`src/rtl/demux1_2_if.sv`:
```
// demux1_2_if: serial input and deserialized channel outputs of the 1:2 demux.
interface demux1_2_if #(parameter int WIDTH = 8);
  logic in, in_valid, sel, sync;
  logic [WIDTH-1:0] out1, out2;
  logic out1_valid, out2_valid, err;
  modport master(output in, in_valid, sel, sync, input out1, out2, out1_valid, out2_valid, err);
  modport slave(input in, in_valid, sel, sync, output out1, out2, out1_valid, out2_valid, err);
endinterface

```
`src/rtl/demux1_2.sv`:
```
// demux1_2: splits a sync-framed serial stream into two MSB-first WIDTH-bit channel words.
// Define DEMUX_PARITY_EN to expect a trailing even-parity bit after each channel word.
module demux1_2 #(
  parameter int WIDTH = 8
) (
  input logic sys_clk,
  input logic sys_rst_n,
  demux1_2_if.slave bus
);
`ifdef DEMUX_PARITY_EN
  localparam int LAST = WIDTH;
`else
  localparam int LAST = WIDTH - 1;
`endif
  localparam int CW = $clog2(LAST + 1);
  typedef enum logic {IDLE, RUN} state_t;
  state_t state, state_n;
  logic [1:0][WIDTH-1:0] sr, sr_n, word, word_n;
  logic [1:0][CW-1:0] cnt, cnt_n;
  logic [1:0] vld, vld_n;
  logic err, err_n, take;
  // index 0 is channel 1 (sel=1), index 1 is channel 2 (sel=0)
  always_comb begin
    state_n = (state == IDLE && bus.sync) ? RUN : state;
    take = bus.in_valid && (state == RUN || bus.sync);
    err_n = state == RUN && bus.sync && (cnt[0] != '0 || cnt[1] != '0);
    sr_n = bus.sync ? '0 : sr;
    cnt_n = bus.sync ? '0 : cnt;
    word_n = word;
    vld_n = '0;
    for (int c = 0; c < 2; c++) begin
      if (take && bus.sel == (c == 0)) begin
        if (cnt_n[c] == CW'(LAST)) begin
`ifdef DEMUX_PARITY_EN
          vld_n[c] = ~(^sr_n[c] ^ bus.in);
          err_n = err_n | ~vld_n[c];
          word_n[c] = vld_n[c] ? sr_n[c] : word[c];
`else
          vld_n[c] = 1'b1;
          word_n[c] = {sr_n[c][WIDTH-2:0], bus.in};
`endif
          cnt_n[c] = '0;
          sr_n[c] = '0;
        end else begin
          sr_n[c] = {sr_n[c][WIDTH-2:0], bus.in};
          cnt_n[c] = cnt_n[c] + CW'(1);
        end
      end
    end
  end
  always_ff @(posedge sys_clk) begin
    if (!sys_rst_n) begin
      state <= IDLE;
      sr <= '0;
      cnt <= '0;
      word <= '0;
      vld <= '0;
      err <= 1'b0;
    end else begin
      state <= state_n;
      sr <= sr_n;
      cnt <= cnt_n;
      word <= word_n;
      vld <= vld_n;
      err <= err_n;
    end
  end
  assign bus.out1 = word[0];
  assign bus.out2 = word[1];
  assign bus.out1_valid = vld[0];
  assign bus.out2_valid = vld[1];
  assign bus.err = err;
endmodule

```
`src/flat_wrapper.sv`:
```
// flat-port wrapper written by rule: the top's interface ports become plain ports
module demux1_2_flat 
#(
  parameter int WIDTH = 8
)
  (sys_clk, sys_rst_n, bus_in, bus_in_valid, bus_sel, bus_sync, bus_out1, bus_out2, bus_out1_valid, bus_out2_valid, bus_err);
  demux1_2_if #(.WIDTH(WIDTH)) bus_i ();
  input logic sys_clk;
  input logic sys_rst_n;
  input wire logic [$bits(bus_i.in)-1:0] bus_in;
  input wire logic [$bits(bus_i.in_valid)-1:0] bus_in_valid;
  input wire logic [$bits(bus_i.sel)-1:0] bus_sel;
  input wire logic [$bits(bus_i.sync)-1:0] bus_sync;
  output wire logic [$bits(bus_i.out1)-1:0] bus_out1;
  output wire logic [$bits(bus_i.out2)-1:0] bus_out2;
  output wire logic [$bits(bus_i.out1_valid)-1:0] bus_out1_valid;
  output wire logic [$bits(bus_i.out2_valid)-1:0] bus_out2_valid;
  output wire logic [$bits(bus_i.err)-1:0] bus_err;
  assign bus_i.in = bus_in;
  assign bus_i.in_valid = bus_in_valid;
  assign bus_i.sel = bus_sel;
  assign bus_i.sync = bus_sync;
  assign bus_out1 = bus_i.out1;
  assign bus_out2 = bus_i.out2;
  assign bus_out1_valid = bus_i.out1_valid;
  assign bus_out2_valid = bus_i.out2_valid;
  assign bus_err = bus_i.err;
  demux1_2 #(.WIDTH(WIDTH)) u_core (.sys_clk(sys_clk), .sys_rst_n(sys_rst_n), .bus(bus_i));
endmodule
```
`config.mk`:
```
export PLATFORM = sky130hd
export DESIGN_NAME = demux1_2_flat
export DESIGN_NICKNAME = d
export VERILOG_FILES = /design/src/rtl/demux1_2_if.sv /design/src/rtl/demux1_2.sv /design/src/flat_wrapper.sv
export SDC_FILE = /design/constraint.sdc
export NUM_CORES = 1
export LEC_CHECK = 0
export BUFFER_PORTS_ARGS = -buffer_cell sky130_fd_sc_hd__clkbuf_2
export CAP_MARGIN = 20
export CORE_MARGIN = 3
export CORE_UTILIZATION = 40
export CTS_BUF_LIST = sky130_fd_sc_hd__clkbuf_4
export CTS_CLUSTER_SIZE = 40
export DETAILED_ROUTE_END_ITERATION = 16
export SYNTH_ARGS = -nofsm -noshare
export SYNTH_HDL_FRONTEND = slang
export SYNTH_SLANG_ARGS = --single-unit
```
`constraint.sdc`:
```
create_clock -name sys_clk -period 2 [get_ports sys_clk]
set_input_delay 0 -clock sys_clk [delete_from_list [all_inputs] [get_ports sys_clk]]
set_output_delay 0 -clock sys_clk [all_outputs]
set_load 0.02 [all_outputs]
```
==> key figures, run 1 <==
Synthesis
  – Syn_area_per_cell: 8.970 sq um
  – Simple-Gate Fraction of Synth Area: 26.57%
  – Largest family of logic cells by synthesized area: simple AND/OR/NAND/NOR gates
  – Yosys warning total: 0
  – XOR/XNOR Fraction of Synth Area: 0.5166%
  – Cell count after synthesis: 189
  – Compound-Gate Fraction of Synth Area: 14.02%
  – Library cells used by synthesis: 27
  – Synth Area in Adders: 2.952%
  – Mapped cell area: 1695 sq um
  – Post-synthesis sequential area ratio: 47.23%
  – Mapped Nets: 199
  – Multiplexer area fraction after synthesis: 4.723%
  – Flip-flop and latch count after synthesis: 40

Critical path
  – WP data arrival: 2030 ps
  – Worst-path cell chain: nor2b_1 -> ha_1 -> ha_1 -> nor3b_1 -> buf_4 -> mux2i_1
  – R2R setup slack: 250 ps
  – CP Depth: 6
  – Required @ worst endpoint: 2280 ps
  – Delay-heaviest family, CP: adder cells
  – CP most frequent cell: ha_1
  – Slowest stage delay, CP: 350 ps
  – CP Capture Type: register
  – Worst-path fanout max: 9
  – Slowest cell on crit path: dfxtp_1
  – Reg2Reg Depth: 6
  – Crit start category: register
  – Crit Path Category: register to register
  – CP bufs+invs: 1

Floorplan
  – Chip height: 71.11 microns
  – Starting Density: 41.78%
  – Rows: 23
  – Io pins: 25
  – Core Area: 4058 sq um
  – Die area: 5056 sq um
  – Die X: 71.11 microns

Global routing
  – Initial antenna violation count: 0
  – GRT Overall Usage: 15.43%
  – Vias in the first global route: 1360
  – Pin count of the biggest net entering global routing: 30
  – Remaining Overflow, GRT: 0
  – First-pass GRT wire length: 6258 microns

Pwr
  – IR drop worst, VDD: 0.0002906 V
  – PwrDens: 667.0 nW/um^2
  – Leak: 0.6931 nW
  – Pwr Total: 1.277 mW

Route
  – Via count of the routed design: 1389
  – DR WL/cell: 13.11 microns
  – Antenna-violating nets left: 0
  – 1st-pass router iterations: 5
  – Detailed-route vias per instance: 5.302
  – # DRC: 0
  – WL final: 3434 microns
  – Initial drt markers: 82

Timing
  – # setup viols final: 0
  – Hold Vio Cnt, Final: 0
  – RSZ-0062 raised after global routing: no
  – Tcrit/Tclk final: 87.48%
  – Setup skew after layout: 7.103 ps
  – Crit path time final: 1750 ps
  – Final TNS setup: 0 ps
  – Final Max Slew Viols: 0
  – Least-Margin Pin Slew: 678.0 ps
  – Slew HR: 54.80%
  – Achievable Freq: 571.6 MHz
  – Final worst setup slack: 250.4 ps

Clock network
  – H-tree levels: 2
  – Root Driver: clkbuf_4
  – Worst-path clk slew: 120 ps
  – Num CTS Buffers: 5
  – Num Clock Sinks: 40
  – Max Root-Sink Buffers: 2
  – TritonCTS clock tree: yes
  – Clock latency reported for the late side of the worst-skew pair: 350 ps

Final layout
  – Commonest non-fill, non-tap cell in the layout: dfxtp_1
  – Area occupied by multi-input gates: 828.3 sq um
  – Commonest non-fill, non-tap cells in the layout: dfxtp_1, nand2_1, clkbuf_2, a21oi_1, o21ai_0
  – Post-route core utilization: 47.18%
  – ANT cells: 0
  – Layout cells sized above 1: 17.45%
  – Post-Layout Cell Count: 262
  – Register Area: 800.8 sq um
  – # fillers: 377
  – Area grow syn2layout: 12.92%
  – Final nets: 221

Status
  – Status: complete, no violations

Min path
  – WHS Path Cells: 4
  – Hold/Removal Path Class: input port to register

Placed design
  – Pre-CTS setup slack: 198.4 ps
  – Final HPWL DP: 2413 microns
  – Cell Count Post-Placement: 252
  – GPL Wtd Cong: 0.7568
  – Input/output buffers: 24

Run
  – Max-Cap Viols: 0
[power by group]
part | switching [mW] | internal, mW
Clock | 0.263 | 0.135
Combinational | 0.0514 | 0.0220
Sequential | 0.00407 | 0.802
[sequential cells by signal, indices dropped and copies added (netlist names)]
register / flops
u_core.sr: 14
u_core.bus.out1: 8
u_core.bus.out2: 8
u_core.cnt: 6
u_core.vld: 2
u_core.bus.err: 1
u_core.state: 1
[kinds of logic (layout without fill, tap and decap cells)]
logic type               count (synthesis)  count (layout)
AND/OR/NAND/NOR                         79              79
AO/OA/AOI/OAI                           42              42
flip-flops                              40              40
buffers and inverters                   15              38
multiplexers                             8               8
adder cells (fa/ha/maj)                  4               4
XOR/XNOR                                 1               1
[path summary, 6_finish.rpt]
kind / from / end
hold reg to reg: u_core.bus.out1[4] / u_core.bus.out1[4]
setup / recovery: u_core.cnt[3] / u_core.bus.out2[5]
setup reg to reg: u_core.cnt[3] / u_core.bus.out2[5]
hold / removal: bus_sync / u_core.cnt[2]
[final cells by class]
type,instances,share of cell area (%)
clock buffers,5,1.961
repair buffers,29,8.497
inverters,1,0.1961
flip-flops and latches,40,41.83
clock inverters,3,0.9804
well taps,50,3.268
multi-input cells,134,43.27
[synth_stat cells]
cell type | count | area [sq um]
nand2b_1 | 1 | 6.260
buf_6 | 1 | 11.26
o2111a_1 | 1 | 11.26
buf_2 | 3 | 15.01
nand3_1 | 4 | 20.02
nand4b_1 | 5 | 43.79
and2_1 | 2 | 12.51
clkbuf_1 | 10 | 37.54
or3_1 | 1 | 6.260
nand2_1 | 33 | 123.9
mux2i_1 | 8 | 80.08
o21a_1 | 4 | 30.03
or4b_1 | 7 | 70.07
nor2b_1 | 9 | 56.30
nor4_1 | 1 | 6.260
xnor2_1 | 1 | 8.760
inv_1 | 1 | 3.750
o21ai_2 | 1 | 8.760
a21oi_1 | 18 | 90.09
nand3b_1 | 9 | 67.56
dfxtp_1 | 40 | 800.8
nor3b_1 | 3 | 22.52
nor2_1 | 4 | 15.01
ha_1 | 4 | 50.05
o211a_1 | 1 | 10.01
o211ai_1 | 1 | 7.510
o21ai_0 | 16 | 80.08
[per-stage QoR]
step / cell area, sq um / hold WS (ps)
2_1_floorplan: 1695 / 130.4
3_5_place_dp: 1837 / 309.7
4_1_cts: 1913 / 45.57
5_1_grt: 1914 / 80.21
6_report: 1914 / 51.05
3_3_place_gp: 1837 / 300.9
[repair_timing]
action | 4_1_cts | 5_1_grt
endpoints found under the setup margin | 0 | 8
resized for setup | 0 | 1
buffers inserted | 0 | 0
endpoints found under the hold margin | 6 | 0
hold buffers | 2 | 0
[layer usage]
layer	vias to the layer above	track usage (%)	wire length [microns]
li1	705	-	-
met1	638	21.04	1641
met2	41	23.58	1523
met3	5	4.545	215
met4	0	4.802	54
met5	-	0	0
[tightest hold or removal path, cell delays in order]
cell and delay [ps]:
clkbuf_2 160, nor2b_1 80, nand2_1 50, a21oi_1 60
Power figures use the tool's default switching activity.
==> run 2, diff against run 1 <==
--- a/config.mk
+++ b/config.mk
@@ -12,6 +12,8 @@
 export CTS_BUF_LIST = sky130_fd_sc_hd__clkbuf_4
 export CTS_CLUSTER_SIZE = 40
 export DETAILED_ROUTE_END_ITERATION = 16
+export HOLD_SLACK_MARGIN = 0.02
+export SLEW_MARGIN = 20
 export SYNTH_ARGS = -nofsm -noshare
 export SYNTH_HDL_FRONTEND = slang
 export SYNTH_SLANG_ARGS = --single-unit
==> constraint.sdc (replaced) <==
create_clock -name sys_clk -period 1.6 [get_ports sys_clk]
set_input_delay 0 -clock sys_clk [delete_from_list [all_inputs] [get_ports sys_clk]]
set_output_delay 0 -clock sys_clk [all_outputs]
set_load 0.02 [all_outputs]
==> run 2 against run 1 <==
Net effect: flip-flop and latch count did not move; final area rose by 7.3%; clock-buffer cell count rose by 1; core utilization rose by 3.5 points; critical path depth fell by 1; final cell count rose by 1.9%; critical path type unchanged; largest power group unchanged.
==> key figures, run 2 (same netlist as run 1, synthesis figures left out) <==
Status
  – Status: complete, no violations

Placed design
  – Final HPWL DP: 2395 microns
  – Placed Area: 1879 sq um
  – Input/output buffers: 24
  – GPL Wtd Cong: 0.7338
  – Cell Count Post-Placement: 256

Pwr
  – Clock Power Share: 37.5%
  – IR drop worst, VDD: 0.0003828 V
  – Combinational share of power: 5.8%
  – Switching share of power: 22.43%
  – PwrDens: 866.8 nW/um^2
  – Sequential Power Share: 56.7%
  – Power Internal: 1.381 mW
  – Leak: 0.7399 nW
  – Pwr Total: 1.781 mW
  – Switching power: 399.4 uW

Global routing
  – First-pass GRT wire length: 5844 microns
  – Remaining Overflow, GRT: 0
  – GRT Overall Usage: 14.47%
  – Met2 Use GR: 22.35%
  – Grt met1 use: 18.77%
  – M3 GR Usage: 4.688%
  – Vias in the first global route: 1250
  – Initial antenna violation count: 0
  – Gr busiest metal: met2
  – Pin count of the biggest net entering global routing: 25

Timing
  – Least-Margin Pin Slew: 480.9 ps
  – # setup viols final: 0
  – Crit path time final: 1549 ps
  – Slew HR: 67.94%
  – Final Max Slew Viols: 0
  – Final TNS setup: 0 ps
  – Setup skew after layout: 9.327 ps
  – Hold Vio Cnt, Final: 0
  – Achievable Freq: 645.4 MHz
  – Tcrit/Tclk final: 96.84%

Clock network
  – Clock latency reported for the late side of the worst-skew pair: 350 ps
  – TritonCTS clock tree: yes
  – Max Root-Sink Buffers: 2
  – Root Driver: clkbuf_4
  – Post-CTS setup buffer count: 0
  – Num CTS Buffers: 5
  – Num Clock Sinks: 40
  – Worst-path clk slew: 110 ps
  – H-tree levels: 2

Critical path
  – Required @ worst endpoint: 1870 ps
  – Worst-path fanout max: 8
  – WP data arrival: 1820 ps
  – Crit Path Category: register to register
  – Crit start category: register
  – CP Capture Type: register

Min path
  – Hold/Removal Path Class: input port to register

Route
  – WL final: 3496 microns
  – DR WL/cell: 13.09 microns
  – Initial drt markers: 72
  – Antenna-violating nets left: 0
  – Detailed-route vias per instance: 5.202
  – Via count of the routed design: 1389
  – 1st-pass router iterations: 4
  – # DRC: 0

Final layout
  – Final nets: 226
  – Area grow syn2layout: 21.18%
  – Commonest non-fill, non-tap cell in the layout: dfxtp_1
  – Post-route core utilization: 50.63%
  – Layout cells sized above 1: 23.96%
  – Post-Layout Cell Count: 267
  – Biggest register: u_core.sr
  – Commonest non-fill, non-tap cells in the layout: dfxtp_1, nand2_1, clkbuf_2, a21oi_1, o21ai_0
  – ANT cells: 0
  – Post-route cell area: 2054 sq um
  – Number of flip-flops in the largest register: 14

Floorplan
  – Chip height: 71.11 microns
  – Core Area: 4058 sq um
  – Rows: 23
  – Die X: 71.11 microns
  – Io pins: 25
  – Starting Density: 41.78%
  – Die area: 5056 sq um

Run
  – Max-Cap Viols: 0
run 2: path summary, 6_finish.rpt:
path / from / cells past startpoint / to / slack [ps]
worst max-delay path: u_core.cnt[3] / 5 / u_core.sr[11] / 50
worst min-delay path: sys_rst_n / 2 / u_core.cnt[4] / 150
worst max register to register: u_core.cnt[3] / 5 / u_core.sr[11] / 50
worst min register to register: u_core.bus.out1[2] / 2 / u_core.bus.out1[2] / 460
run 2: power groups by stage:
stage               logic [mW]  registers [mW]  clock network [mW]
finish                   0.103            1.01               0.669
global route             0.115            1.01               0.732
CTS                     0.0974            1.01               0.692
detailed placement      0.0920            1.03                   0
global placement        0.0884            1.03                   0
floorplan               0.0661            1.03                   0
run 2: routing by layer:
layer / wire, microns / vias to the layer above
li1: - / 713
met1: 1684 / 633
met2: 1601 / 39
met3: 181 / 4
met4: 28 / 0
met5: 0 / -
run 2: critical path, cell delays in order (launching register included):
cell	delay (ps)
dfxtp_2	340
nor2b_4	130
ha_2	200
ha_4	180
or4b_1	490
a21oi_2	150
run 2: layout make-up:
cell class	instances	area (sq um)
fill	370	2003
multi-input combinational	134	889.6
inverter	1	3.754
sequential	40	804.5
clock buffer	6	45.04
timing repair buffer	34	214.0
tap	50	62.56
clock inverter	2	35.03
run 2: through the flow:
step,worst slack (ps),hold slack (ps)
after CTS,4.440,61.43
after floorplan,42.25,130.4
after global routing,-14.70,157.3
after detailed placement,-116.3,322.9
after global placement,-0.1199,301.9
final,50.52,149.3
run 2: what timing repair did:
item / in CTS / in global routing
hold buffers: 2 / 0
pin swaps: 0 / 3
setup endpoints to repair: 13 / 22
gates resized for setup: 5 / 14
gates cloned: 1 / 0
endpoints found under the hold margin: 5 / 0
